[src/rtl/lfsr_pkg.sv]
// lfsr_pkg: constants shared by the random-word buffer and its FIFO
package lfsr_pkg;
  localparam int DROP_CNT_W = 16;
  localparam int DEFAULT_DECIM = 32;
endpackage

[src/rtl/sync_fifo_fwft.sv]
// sync_fifo_fwft: first-word fall-through FIFO with occupancy count and synchronous clear
module sync_fifo_fwft #(
  parameter int WIDTH = 32,
  parameter int DEPTH = 4
) (
  input  logic                         clk,
  input  logic                         reset_n,
  input  logic                         clear,
  input  logic                         push,
  input  logic                         pop,
  input  logic [WIDTH-1:0]             wr_data,
  output logic [WIDTH-1:0]             rd_data,
  output logic [$clog2(DEPTH+1)-1:0]   level
);
  localparam int AW = $clog2(DEPTH);
  localparam int LW = $clog2(DEPTH+1);
  logic [WIDTH-1:0] mem [DEPTH];
  logic [AW-1:0] wr_ptr, rd_ptr;
  always_ff @(posedge clk or negedge reset_n) begin
    if (!reset_n) begin
      for (int i = 0; i < DEPTH; i++) mem[i] <= '0;
      wr_ptr <= '0;
      rd_ptr <= '0;
      level <= '0;
    end else if (clear) begin
      wr_ptr <= '0;
      rd_ptr <= '0;
      level <= '0;
    end else begin
      if (push) begin
        mem[wr_ptr] <= wr_data;
        wr_ptr <= wr_ptr + AW'(1);
      end
      if (pop) rd_ptr <= rd_ptr + AW'(1);
      level <= level + LW'(push) - LW'(pop);
    end
  end
  assign rd_data = mem[rd_ptr];
endmodule

[src/rtl/lfsr_rand_buffer.sv]
// lfsr_rand_buffer: decimates an LFSR word stream into a FIFO, counting samples dropped when full
module lfsr_rand_buffer
  import lfsr_pkg::*;
#(
  parameter int WIDTH = 32,
  parameter int DEPTH = 4,
  parameter int DECIM = WIDTH
) (
  input  logic                         clk,
  input  logic                         reset_n,
  input  logic [WIDTH-1:0]             rand_in,
  input  logic                         enable,
  input  logic                         flush,
  input  logic                         rd_ready,
  output logic                         rd_valid,
  output logic [WIDTH-1:0]             rd_data,
  output logic [$clog2(DEPTH+1)-1:0]   level,
  output logic [DROP_CNT_W-1:0]        drop_cnt
);
  localparam int PW = DECIM > 1 ? $clog2(DECIM) : 1;
  localparam int LW = $clog2(DEPTH+1);
  logic [PW-1:0] phase;
  logic sample, pop, push;
  assign sample = enable && phase == PW'(DECIM-1);
  assign pop = rd_valid && rd_ready && !flush;
  // a full FIFO still accepts a sample when the head leaves in the same cycle
  assign push = sample && !flush && (level < LW'(DEPTH) || pop);
  assign rd_valid = level != '0;
  always_ff @(posedge clk or negedge reset_n) begin
    if (!reset_n) begin
      phase <= '0;
      drop_cnt <= '0;
    end else begin
      phase <= (flush || !enable || sample) ? '0 : phase + PW'(1);
      drop_cnt <= flush ? '0 : (sample && !push && drop_cnt != '1) ? drop_cnt + 1'b1 : drop_cnt;
    end
  end
  sync_fifo_fwft #(.WIDTH(WIDTH), .DEPTH(DEPTH)) u_fifo (
    .clk(clk),
    .reset_n(reset_n),
    .clear(flush),
    .push(push),
    .pop(pop),
    .wr_data(rand_in),
    .rd_data(rd_data),
    .level(level)
  );
endmodule

[config.mk]
export PLATFORM = sky130hd
export DESIGN_NAME = lfsr_rand_buffer
export DESIGN_NICKNAME = d
export VERILOG_FILES = /design/src/rtl/lfsr_pkg.sv /design/src/rtl/sync_fifo_fwft.sv /design/src/rtl/lfsr_rand_buffer.sv
export SDC_FILE = /design/constraint.sdc
export NUM_CORES = 1
export LEC_CHECK = 0
export ABC_AREA = 1
export ABC_CLOCK_PERIOD_IN_PS = 3500
export BUFFER_PORTS_ARGS = -buffer_cell sky130_fd_sc_hd__buf_2
export CAP_MARGIN = 10
export CORE_UTILIZATION = 41
export CTS_CLUSTER_DIAMETER = 60
export DETAILED_ROUTE_END_ITERATION = 7
export HOLD_SLACK_MARGIN = 0.08
export PLACE_DENSITY = 0.61
export SETUP_SLACK_MARGIN = 0.2
export SKIP_LAST_GASP = 1
export SYNTH_ARGS = -nofsm -noshare
export SYNTH_HDL_FRONTEND = slang
export SYNTH_SLANG_ARGS = --single-unit
export TNS_END_PERCENT = 5
[constraint.sdc]
create_clock -name clk -period 3.5 [get_ports clk]
set_input_delay 0.875 -clock clk [delete_from_list [all_inputs] [get_ports clk]]
set_output_delay 0.875 -clock clk [all_outputs]
set_load 0.01 [all_outputs]
-- Word-level counts from Yosys, hierarchy flattened
Cells that the tools add are included.
- register bits: 156
- input bits: 37
- output and inout port bits: 52
- word-level logic and storage cells: 57
- $add $sub $neg: 6
- $lt $le $gt $ge: 4
- equal/unequal tests: 2
- muxes and demuxes: 14
- bitwise gates (word level): 3
- reduce and logical (&&, ||, !) cells: 19
- operator list (cell ; count):
    $bwmux W128 ; 1
    $mux W32 ; 3
    $bmux W32 S2 ; 1
    $demux W32 S2 ; 1
    $mux W16 ; 2
    $add A16 B1 Y16 const B ; 1
    $ne A16 B16 Y1 const B ; 1
    $logic_and A1 B1 Y1 ; 8
    $mux W2 ; 4
    $ge A3 B3 Y1 const B ; 2
    $not A2 Y3 ; 2
    $reduce_bool A2 Y1 ; 3
    $add A5 B1 Y5 const B ; 1
    $eq A5 B5 Y1 const B ; 1
    $mux W5 ; 1
    $add A2 B1 Y2 const B ; 2
    $add A3 B1 Y3 ; 1
    $logic_not A1 Y1 ; 3
    $logic_or A1 B1 Y1 ; 3
    $lt A3 B1 Y1 const B ; 1
    $lt A3 B3 Y1 const B ; 1
    $mux W3 ; 1
    $reduce_bool A3 Y1 ; 1
    $sub A3 B1 Y3 ; 1
    other kinds (2) ; 2

-- Depth between registers and ports, before layout
Gate-level depths: netlist (run 1).
- depth in word-level cells: 10
- gate-level depth with buffers: 14

-- Modules after synthesis
From an unflattened synthesis (run 1), not the netlist that was laid out.
- cell total of the unflattened synthesis: 917
- area, all modules: 7768.7 µm²
- modules (own cells, without submodules) (module ; times used ; cells each ; area each (µm²) ; sequential area each (µm²)):
    sync_fifo_fwft ; 1 ; 734 ; 6439.9 ; 3378.2
    lfsr_rand_buffer ; 1 ; 183 ; 1328.8 ; 525.5

-- Worst setup path before layout (run 1)
No wires, ideal clock.
- path type: input port to flip-flop
- start: in flush
- end: reg u_fifo.level[2]
- setup time: 0.124 ns
- data arrival time: 2.304 ns
- data required time: 3.376 ns
- setup slack: 1.072 ns
- stages: 10
- path buffers: 2
- path through: buf_2 nor2_1 nand2_4 buf_2 inv_2 ha_1 inv_1 fa_1 o21ai_0 a21oi_1
- cells in the longest elaborated chain, start to end: 7
- elaborated cells between the ends (all ways): 8
- those cells by class: add/sub (2); mux (1); reduce/logical (5)
- RTL lines (what ; RTL line ; RTL):
    start: declaration ; lfsr_rand_buffer.sv:13 ; input logic flush,
    $logic_not A1 Y1 ; lfsr_rand_buffer.sv:25, lfsr_rand_buffer.sv:27 ;
    $logic_and A1 B1 Y1 ; lfsr_rand_buffer.sv:25 ; assign pop = rd_valid && rd_ready && !flush;
    $logic_or A1 B1 Y1 ; lfsr_rand_buffer.sv:27 ; assign push = sample && !flush && (level < LW'(DEPTH) || pop);
    $logic_and A1 B1 Y1 ; lfsr_rand_buffer.sv:27 ;
    $add A3 B1 Y3 ; sync_fifo_fwft.sv:35 ; level <= level + LW'(push) - LW'(pop);
    $sub A3 B1 Y3 ; sync_fifo_fwft.sv:35 ;
    $mux W3 (*) ; sync_fifo_fwft.sv:25 ; end else if (clear) begin
    end signal: assignment ; sync_fifo_fwft.sv:35 ;
    end: declaration ; sync_fifo_fwft.sv:13 ; output logic [$clog2(DEPTH+1)-1:0] level
Every way passes the cells marked *; elsewhere a longest branch is shown, timed or not.
A chain may end at the register's enable or synchronous reset.

-- Worst setup path in the final report (run 1)
- start: reg u_fifo.rd_ptr[0]
- end: out rd_data[12]
- cells in the longest elaborated chain, start to end: 4
- RTL lines (what ; RTL line ; RTL):
    start: declaration ; sync_fifo_fwft.sv:18 ; logic [AW-1:0] wr_ptr, rd_ptr;
    start signal: assignment ; sync_fifo_fwft.sv:34 ; if (pop) rd_ptr <= rd_ptr + AW'(1);
    $not A2 Y3 (implied by the code) ; sync_fifo_fwft.sv:38 ; assign rd_data = mem[rd_ptr];
    $bmux W32 S2 ; sync_fifo_fwft.sv:38 ;
    $mux W32 (implied by the code) (2 in series) ; sync_fifo_fwft.sv:38 ;
    end: declaration ; lfsr_rand_buffer.sv:16 ; output logic [WIDTH-1:0] rd_data,
Every way passes these cells. The select of a mux whose other input is x is not followed.

==> results.md, run 1 <==
- Synthesized area: 7560 sq um
- Skew final: just under 5 ps
- Largest net degree at the start of global routing: between 100 and 150
- Reg2reg path depth: 11
- Status: finished, final reports clean
- Setup TNS: 0 ps
- Core box area: between 15000 and 20000 sq um
- # H-tree levels: 4
- Max Freq: between 0.3 and 0.4 GHz
- WL/cell: ~16 microns
- Arrival time worst endpoint: 2090 ps
- RR Endpoint: u_fifo.mem[98]
- Yosys reg bits: 156
- Hold Crit Class: register to register
- Starting Density: around two fifths
- Dominant cell type by area after synthesis: dfrtp_1
- Maxcap violations: 0
- TritonCTS clock tree: done
- Initial antenna violation count: 0
- Final setup margin: 531 ps
- Gp weighted congestion: approximately 0.8
- Max_slew headroom: roughly 46%
- First-pass DRT Iterations: 5
- Net Count, Synth: roughly 1.0k
- Setup repair bufs after CTS: 0
- Vias in the first global route: between 6k and 7k
- Worst-path fanout max: 36
- Crit end category: output pin
- Number of core rows: around 50
- Clock transition at path regs: ~60 ps
- Average size of a mapped cell: just under 8 sq um
- Die Y: about 140 microns
- Vias per cell: between 5 and 6
- Top cells by area, synth: dfrtp_1 (52%), nand2_1 (16%), o21ai_1 (8.0%), o21ai_0 (5.2%), nor2_1 (4.9%)
- Die X: 138 microns
- R2R setup slack: around 1100 ps
- Port bufs: between 80 and 90
- Most common cell after layout, fill and taps aside: nand2_1
- Sink Count: 156
- Hold Path End: phase[0]
- Root Buffer: clkbuf_16
- I/O pin count: slightly below 90
- Placed wire-length estimate: 12200 microns
- Gate Count Post-Synth: between 900 and 1k
- Met1 GRT Util: approximately a third
- Hold Buf Count CTS: 0
- PwrDens: roughly 520 nW/um^2
- Final slew viol count: 0
- Busiest grt layer: met2
- WHS Path Cells: 1
- DR iter-0 viols: about 540
- Worst-Skew Late Latency: roughly 430 ps
- Synth unique cells: 27
- Tot GR Track Use: between 20 and 25%
- Leak pwr: 0.00484 uW
- RSZ-0062 raised after global routing: false
- Peak supply drop: roughly 370 uV
- R2r startpoint: phase[0]
- Layout area overhead: 16.5%
- Die area: between 15000 and 20000 sq um
- WS Path Type: register to output pin
- First-pass GRT wire length: 33400 microns
- Layout cells sized above 1: between 10% and 20%
- Crit path required time: around 2600 ps
- Hold Violations, Final: 0
- Antenna Nets Post-Route: 0
- Setup slack at placement: around 860 ps
- Final setup fails: 0
- Most frequent cells in the layout: nand2_1 (313), dfrtp_1 (155), o21ai_1 (121), nor2_1 (98), buf_2 (87)
- Min cycle time layout: just under 3000 ps
- Layout net count: approximately 1.1k
- Syn. warnings: 0
- Post-route DRC: 0
- Slew of the pin with the lowest slew margin: roughly 810 ps
- Max Root-Sink Buffers: 2
- Met3 Use GR: about 4.2%
- Hold Startpoint: phase[0]
- Antenna Cells: 0
- Grt total ovfl: 0
- Startpoint types: register
- Via count: ~6.7k
- Met2 usage: between 30% and 40%
- Final Util: between 40% and 50%
- Seq/Total Area, Yosys: around half
- PnR Total Power: ~4600 uW
- CTS Buf Count: 17
- Synth top area share: between 50% and 60%
- WL final: between 20000 and 25000 microns
- Tcrit/Tclk final: between 80% and 90%
- CTS-repair resized insts: 0
-- synth_stat cells --
cell type	number
inv_1	21
xnor2_1	1
nor2_2	6
buf_6	1
nand2_4	1
nand4_1	10
a21oi_1	5
nor2_1	98
nand2_2	1
or2_2	1
nand3_1	30
o21ai_4	1
o21ai_0	79
o21ai_1	121
o22ai_1	32
fa_1	1
buf_1	10
o21bai_1	1
nand2_1	313
xor2_1	5
dfrtp_1	156
inv_2	8
ha_1	9
nor3b_1	1
clkbuf_1	22
nor3_1	1
buf_2	31
-- state kept, by name, indices dropped and copies added, names as in the netlist --
register,count
phase,5
drop_cnt,16
u_fifo.mem,128
u_fifo.wr_ptr,2
u_fifo.level,3
u_fifo.rd_ptr,2
-- cell type report --
type / count / area (sq um)
inverter: 29 / 109
fill: 1812 / 9220
clock buffer: 18 / 439
sequential: 156 / 3910
tap: 229 / 287
multi-input combinational: 717 / 3260
clock inverter: 14 / 193
timing repair buffer: 105 / 612
-- worst max path at each step --
stage                     cells after the start               to  slack (ps)        startpoint
final                                         5      rd_data[12]         530  u_fifo.rd_ptr[0]
after global routing                          4      rd_data[28]         380  u_fifo.rd_ptr[0]
after CTS                                     5      rd_data[12]         530  u_fifo.rd_ptr[0]
after detailed placement                      7  u_fifo.mem[126]         860             flush
after global placement                        7  u_fifo.mem[109]         960             flush
after floorplan                              10  u_fifo.level[2]        1070             flush
-- metrics by stage --
step	std cells	instance area [sq um]	hold slack (ps)
floorplan	966	7560	433
global placement	1236	8180	455
detailed placement	1236	8180	459
CTS	1268	8810	468
global route	1268	8810	490
finish	1268	8810	461
-- worst max-delay path, cell delays in order, from the launching register on --
cell,delay (ps)
dfrtp_2,400
inv_2,480
buf_12,260
o21ai_0,90
o22ai_1,230
buf_2,190
-- routing by layer --
layer / vias up / part of all wire [%]
li1: 3303 / -
met1: 3248 / 48
met2: 177 / 46
met3: 16 / 4.8
met4: 0 / 0.90
met5: - / 0
-- power by group --
part / internal [uW] / switching (uW)
Combinational: 275 / 523
Clock: 1210 / 764
Sequential: 1820 / 17.7
Total: 3310 / 1300
-- cell families (layout without fill, tap and decap cells) --
group	count (synthesis)	after routing	share of synthesized area, %
DFF	156	156	51.6
buffers and inverters	93	166	5.23
xor gates and xnor gates	6	6	0.695
AOI/OAI and AO/OA	239	239	16.5
and+or+nand+nor	462	462	24.2
adders and majority gates	10	10	1.75
Power figures use the tool's default switching activity.
==> inputs of run 2 (changes only) <==
--- a/config.mk
+++ b/config.mk
@@ -6,14 +6,14 @@
 export NUM_CORES = 1
 export LEC_CHECK = 0
 export ABC_AREA = 1
-export ABC_CLOCK_PERIOD_IN_PS = 3500
+export ABC_CLOCK_PERIOD_IN_PS = 2500
 export BUFFER_PORTS_ARGS = -buffer_cell sky130_fd_sc_hd__buf_2
 export CAP_MARGIN = 10
 export CORE_UTILIZATION = 41
 export CTS_CLUSTER_DIAMETER = 60
 export DETAILED_ROUTE_END_ITERATION = 7
 export HOLD_SLACK_MARGIN = 0.08
-export PLACE_DENSITY = 0.61
+export PLACE_DENSITY = 0.64
 export SETUP_SLACK_MARGIN = 0.2
 export SKIP_LAST_GASP = 1
 export SYNTH_ARGS = -nofsm -noshare
==> constraint.sdc (replaced) <==
create_clock -name clk -period 2.5 [get_ports clk]
set_input_delay 0.625 -clock clk [delete_from_list [all_inputs] [get_ports clk]]
set_output_delay 0.625 -clock clk [all_outputs]
set_load 0.01 [all_outputs]
==> run 2 against run 1 <==
Effect of this change: setup slack worse by 350 ps; final cell count is 2.2% higher; routed wire length is 3.8% higher.
==> results.md, run 2 (synthesis gave the netlist of run 1 again) <==
- Internal power: 4420 uW (+34%)
- Hold Violations, Final: 0 (unchanged)
- Most frequent cells in the layout: nand2_1 (312), dfrtp_1 (155), o21ai_1 (129), nor2_1 (96), buf_2 (87)
- Max incr delay on CP: 470 ps (about the same)
- Final slew viol count: 0 (unchanged)
- Gp weighted congestion: 0.826 (+0.76%)
- Status: finished, final reports clean
- Layout area overhead: 19.7%
- Hold Buf Count CTS: 0 (unchanged)
- Vias in the first global route: 6581 (+5.5%)
- Core box area: 18000 sq um (unchanged)
- Max_slew headroom: 48.0% (+2.0 points)
- Leak pwr: 0.00496 uW (+2.5%)
- Area post-placement: 8290 sq um (+1.3%)
- Layout cells sized above 1: 17.8% (+2.8 points)
- RSZ-0062 raised after global routing: true
- Slew of the pin with the lowest slew margin: 779 ps (-27.5 ps)
- Largest regs: u_fifo.mem (128), drop_cnt (16), phase (5)
- First-pass DRT Iterations: 5 (unchanged)
- Net switching power: 1930 uW (+48%)
- CP Cell Sequence: buf_4 -> buf_6 -> nor2_1 -> o22ai_2 -> buf_2
- Max reg flops: 128 (unchanged)
- Startpoint types: register
- Biggest register: u_fifo.mem
- Sink Count: 156 (unchanged)
- Hold Crit Class: input pin to asynchronous set/reset pin
- TritonCTS clock tree: done
- Die area: 19000 sq um (unchanged)
- Final setup fails: 0 (unchanged)
- Skew final: 8.45 ps (+3.65 ps)
- Seq pwr share: 40.6% (+0.8 points)
- Crit path required time: 1880 ps (-740 ps)
- Switching Share: 30.4% (+2.1 points)
- Root Buffer: clkbuf_16
- PwrDens: 701 nW/um^2 (+34%)
- Maxcap violations: 0 (unchanged)
- Final instance area: 9050 sq um (+2.8%)
- CTS Buf Count: 17 (unchanged)
- Post-route DRC: 0 (unchanged)
- Starting Density: 42.0% (unchanged)
- I/O pin count: 89 (unchanged)
- Initial antenna violation count: 0 (unchanged)
- Final Util: 50.2% (+1.4 points)
- Top Family by Delay on Critical Path: buffers and inverters
- Tcrit/Tclk final: just over 90%
- First-pass GRT wire length: 34000 microns (+2.0%)
- Placed wire-length estimate: 12600 microns (+3.3%)
- WL/cell: 16.5 microns (+1.5%)
- Most common cell after layout, fill and taps aside: nand2_1
- Die Y: 138 microns (unchanged)
- Max Root-Sink Buffers: 2 (unchanged)
- Combinational share of power: 21.4% (+4.1 points)
- Antenna Nets Post-Route: 0 (unchanged)
- Largest net degree at the start of global routing: 70 (-45%)
- Port bufs: 88 (unchanged)
- Min cycle time layout: 2320 ps
- Die X: 138 microns (unchanged)
- Layout net count: 1101 (+2.6%)
- Tot GR Track Use: 23.5% (+0.52 points)
- CP max stage cell: dfrtp_2
- Antenna Cells: 0 (unchanged)
- Crit end category: output pin
- Post-Place Cells: 1249 (+1.1%)
- DR iter-0 viols: 585 (+7.9%)
- Number of core rows: 49 (unchanged)
- Final instance count without filler cells: 1296 (+2.2%)
- Clock transition at path regs: 60 ps (about the same)
- Grt total ovfl: 0 (unchanged)
- Max Freq: ~0.43 GHz
- Peak supply drop: 442 uV (+20%)
- Vias per cell: 5.27 (-0.94%)
- Clock share of power: 38.0% (-4.9 points)
- WL final: 21400 microns (+3.8%)
- Setup TNS: 0 ps (unchanged)
- Buffer and inverter count on the worst path: 3 (unchanged)
- Worst-path fanout max: 12 (-67%)
- Worst-Skew Late Latency: 430 ps (about the same)
- # H-tree levels: 4 (unchanged)
- WS Path Type: register to output pin
- Via count: 6828 (+1.2%)
- Hold Slack: 122 ps (-339 ps)
- Arrival time worst endpoint: 1690 ps (-400 ps)
## run 2: power by group through the flow
| stage | combinational, uW | clock [uW] | sequential, uW |
|---|---|---|---|
| after floorplan | 642 | 0 | 2610 |
| after global placement | 1160 | 0 | 2620 |
| after detailed placement | 1160 | 0 | 2620 |
| after CTS | 1250 | 2450 | 2580 |
| after global routing | 1480 | 2550 | 2580 |
| final | 1360 | 2410 | 2580 |
## run 2: worst paths after layout
kind	from	to	slack, ps	cells past startpoint
worst min register to register	u_fifo.mem[53]	u_fifo.mem[53]	470	2
worst max-delay path	u_fifo.rd_ptr[0]	rd_data[30]	180	5
worst max register to register	phase[0]	u_fifo.level[2]	270	13
max in group asynchronous	reset_n	u_fifo.mem[96]	1680	2
worst min-delay path	reset_n	u_fifo.mem[12]	120	1
min in group clk	rand_in[23]	u_fifo.mem[55]	440	3
## run 2: metrics by stage
stage	setup WS, ps	power, uW
floorplan	262	3260
global placement	257	3770
detailed placement	195	3770
CTS	154	6280
global route	93.5	6600
finish	181	6350
## run 2: per-layer routing
metal	vias up	global-route usage (%)	part of all wire (%)
met4	0	6.22	0.90
met3	18	3.75	4.2
met1	3313	32.1	47
li1	3352	-	-
met2	145	38.7	48
met5	-	0	0
## run 2: timing repair
| action | CTS | global route |
|---|---|---|
| resized for setup | 5 | 18 |
| setup buffers | 4 | 8 |
| cloned | 1 | 2 |
| pin swaps | 0 | 2 |
| endpoints found under the setup margin | 29 | 97 |
## run 2: layout make-up
type | instances | area, sq um
timing repair buffer | 133 | 900
sequential | 156 | 3910
clock buffer | 20 | 457
fill | 1783 | 8970
multi-input combinational | 717 | 3290
inverter | 29 | 119
tap | 229 | 287
clock inverter | 12 | 92.6
## run 2: worst reg2reg max path, cell delays in order (launching register included)
cell and delay (ps):
dfrtp_1 380, ha_2 190, nand2_1 80, nor2_2 110, ha_1 170, nand2_2 80
nor2_2 150, nand2_4 110, inv_4 100, ha_1 150, inv_1 50, fa_1 370
o21ai_1 140, a21oi_1 50
==> inputs of run 3 (changes only) <==
--- a/config.mk
+++ b/config.mk
@@ -5,7 +5,6 @@
 export SDC_FILE = /design/constraint.sdc
 export NUM_CORES = 1
 export LEC_CHECK = 0
-export ABC_AREA = 1
 export ABC_CLOCK_PERIOD_IN_PS = 2500
 export BUFFER_PORTS_ARGS = -buffer_cell sky130_fd_sc_hd__buf_2
 export CAP_MARGIN = 10
==> run 3 against run 2 <==
Effect of this change: synthesized cell count down 52%; utilization up 2.4 points; final cell count down 38%; clock skew decreased by 2.4 ps; area after synthesis is 7.6% lower; routed wire length decreased by 27%; cell area fell by 3.3%; power down 5.8%; die area down 7.5%; combinational power is 46% lower; global-route usage down 5.1 points; sequential power barely moved; critical path type unchanged; highest routed layer is now met5.
==> results.md, run 3 <==
- Status: finished, final reports clean
- Seq/Total Area, Yosys: 55.8% (+4.2 points)
- Vias in the first global route: 4559 (-31%)
- Clock transition at path regs: 60 ps (about the same)
- RSZ-0062 raised after global routing: true
- Net Count, Synth: 511 (-50%)
- Root Buffer: clkbuf_16
- Crit end category: output pin
- Setup TNS: 0 ps (unchanged)
- Max reg flops: 128 (unchanged)
- Gate Count Post-Synth: 464 (-52%)
- Average size of a mapped cell: 15.1 sq um (+92%)
- Hold Buf Count CTS: 0 (unchanged)
- WL final: 15700 microns (-27%)
- Port bufs: 88 (unchanged)
- Commonest cells in the netlist: dfrtp_1 (156), mux2_1 (71), mux2_2 (57), mux4_2 (32), nor2_1 (23)
- PnR Total Power: 5980 uW (-5.8%)
- TritonCTS clock tree: done
- Peak supply drop: 493 uV (+12%)
- Skew final: 6.05 ps (-2.40 ps)
- Final instance area: 8760 sq um (-3.3%)
- Share of flip-flops with an asynchronous set or reset: 100% (unchanged)
- DR iter-0 viols: 122 (-79%)
- Final slew viol count: 0 (unchanged)
- Area post-placement: 7790 sq um (-5.9%)
- Max Root-Sink Buffers: 2 (unchanged)
- Number of core rows: 47 (-4.1%)
- Vias per cell: 5.29 (+0.33%)
- # H-tree levels: 4 (unchanged)
- Largest net degree at the start of global routing: 56 (-20%)
- Tot GR Track Use: 18.4% (-5.1 points)
- Starting Density: 42.0% (+0.050 points)
- Gp weighted congestion: 0.763 (-7.7%)
- Via count: 4255 (-38%)
- CTS Buf Count: 17 (unchanged)
- Hold Crit Class: input pin to asynchronous set/reset pin
- Tcrit/Tclk final: 96.1% (+3.4 points)
- Startpoint types: register
- Final Util: 52.6% (+2.4 points)
- Syn. warnings: 0 (unchanged)
- Layout area overhead: 25.2%
- Yosys reg bits: 156 (unchanged)
- Synth top area share: 55.8% (+4.2 points)
- Synthesized area: 6990 sq um (-7.6%)
- Grt total ovfl: 0 (unchanged)
- Maxcap violations: 0 (unchanged)
- Sink Count: 156 (unchanged)
- WL/cell: 19.5 microns (+18%)
- Die Y: 133 microns (-3.8%)
- First-pass DRT Iterations: 4 (-1)
- Worst-path fanout max: 8 (-4)
- First-pass GRT wire length: 24600 microns (-28%)
- Most frequent cells in the layout: dfrtp_1 (154), buf_2 (81), mux2_1 (71), mux2_2 (57), mux4_2 (32)
- Dominant cell type by area after synthesis: dfrtp_1
- I/O pin count: 89 (unchanged)
- Max_slew headroom: 65.6% (+18 points)
- Slew of the pin with the lowest slew margin: 503 ps (-277 ps)
- Primary FF master, synth: dfrtp_1
- Layout net count: 618 (-44%)
- Layout cells sized above 1: 43.0% (+25 points)
- Most common cell after layout, fill and taps aside: dfrtp_1
- Count leader, synth: dfrtp_1
- Min cycle time layout: 2400 ps (+84.5 ps)
- Core box area: 16600 sq um (-7.7%)
- Worst-Skew Late Latency: 420 ps (about the same)
- Hold Violations, Final: 0 (unchanged)
- Leak pwr: 0.00437 uW (-12%)
- Max Freq: 0.416 GHz (-3.5%)
- Arrival time worst endpoint: 1780 ps (+90 ps)
- Final setup fails: 0 (unchanged)
- Die area: 17600 sq um (-7.5%)
- Initial antenna violation count: 2 (+2)
- Post-route DRC: 0 (unchanged)
- R2R setup slack: 150 ps (-120 ps)
- Post-synth EDFFs: 0 (unchanged)
- Synth unique cells: 42 (+56%)
- Top cells by area, synth: dfrtp_1 (56%), mux2_1 (11%), mux4_2 (10%), mux2_2 (9.2%), ha_1 (1.6%)
- WS Path Type: register to output pin
- Placed wire-length estimate: 9060 microns (-28%)
- Largest regs: u_fifo.mem (128), drop_cnt (16), phase (5)
- PwrDens: 683 nW/um^2 (-2.6%)
- Die X: 133 microns (-3.8%)
- Crit path required time: 1880 ps (about the same)
- Biggest register: u_fifo.mem
- Antenna Nets Post-Route: 0 (unchanged)
==> run 3: cell types whose count changed after synthesis, moves of 22 or more <==
| cell | delta |
|---|---|
| mux2_2 | +57 |
| nand2_1 | -308 |
| mux2_1 | +71 |
| nor2_1 | -75 |
| o22ai_1 | -32 |
| o21ai_0 | -77 |
| nand3_1 | -22 |
| o21ai_1 | -121 |
| mux4_2 | +32 |
==> run 3: path summary, 6_finish.rpt <==
check,startpoint,end,cells after the start
max,u_fifo.rd_ptr[0],rd_data[21],4
min,reset_n,u_fifo.mem[104],1
max reg2reg,u_fifo.level[1],u_fifo.level[2],11
min reg2reg,u_fifo.mem[42],u_fifo.mem[42],1
max in group asynchronous,reset_n,u_fifo.rd_ptr[0],2
min in group clk,rand_in[1],u_fifo.mem[33],2
==> run 3: layout make-up <==
| cell class | instances | area (sq um) |
|---|---|---|
| fill | 1401 | 7890 |
| sequential | 156 | 3910 |
| timing repair buffer | 118 | 970 |
| multi-input combinational | 270 | 2960 |
| tap | 220 | 275 |
| inverter | 8 | 30.0 |
| clock inverter | 5 | 104 |
| antenna | 1 | 2.50 |
| clock buffer | 27 | 513 |
==> run 3: worst max-delay path: stages (launching register included) <==
cell and delay, ps:
dfrtp_2 400, buf_6 120, buf_12 140, mux4_2 550, buf_6 150
==> run 3: logic make-up after synthesis <==
| group | synth area share [%] |
|---|---|
| multiplexers | 31.2 |
| flip-flops | 55.8 |
| AND/OR/NAND/NOR | 4.72 |
| buffers and inverters | 2.36 |
| AO/OA/AOI/OAI | 1.97 |
| XOR/XNOR | 2.00 |
| adder cells (fa/ha/maj) | 1.90 |
==> run 3: power breakdown <==
group	internal [uW]	switching, uW
Clock	1710	964
Combinational	367	362
Sequential	2550	31.9
Total	4620	1360
==> run 3: layer usage <==
layer  share of wire [%]  vias to the layer above  GRT usage (%)
met2                  49                       92           29.2
met5               0.051                        -              0
met4                0.96                        2           5.94
li1                    -                     1912              -
met1                  46                     2236           24.2
met3                 4.4                       13           5.56
==> run 3: what timing repair did <==
action,in CTS,in global routing
cloned,3,6
buffers inserted,3,2
gates resized for setup,8,13
endpoints found under the setup margin,150,163
pin swaps,0,1
==> run 3: through the flow <==
stage	setup WS, ps	instances	hold slack (ps)
finish	96.8	805	162
CTS	59.0	796	177
floorplan	109	464	329
global placement	192	758	440
detailed placement	82.0	758	467
global route	20.4	805	182
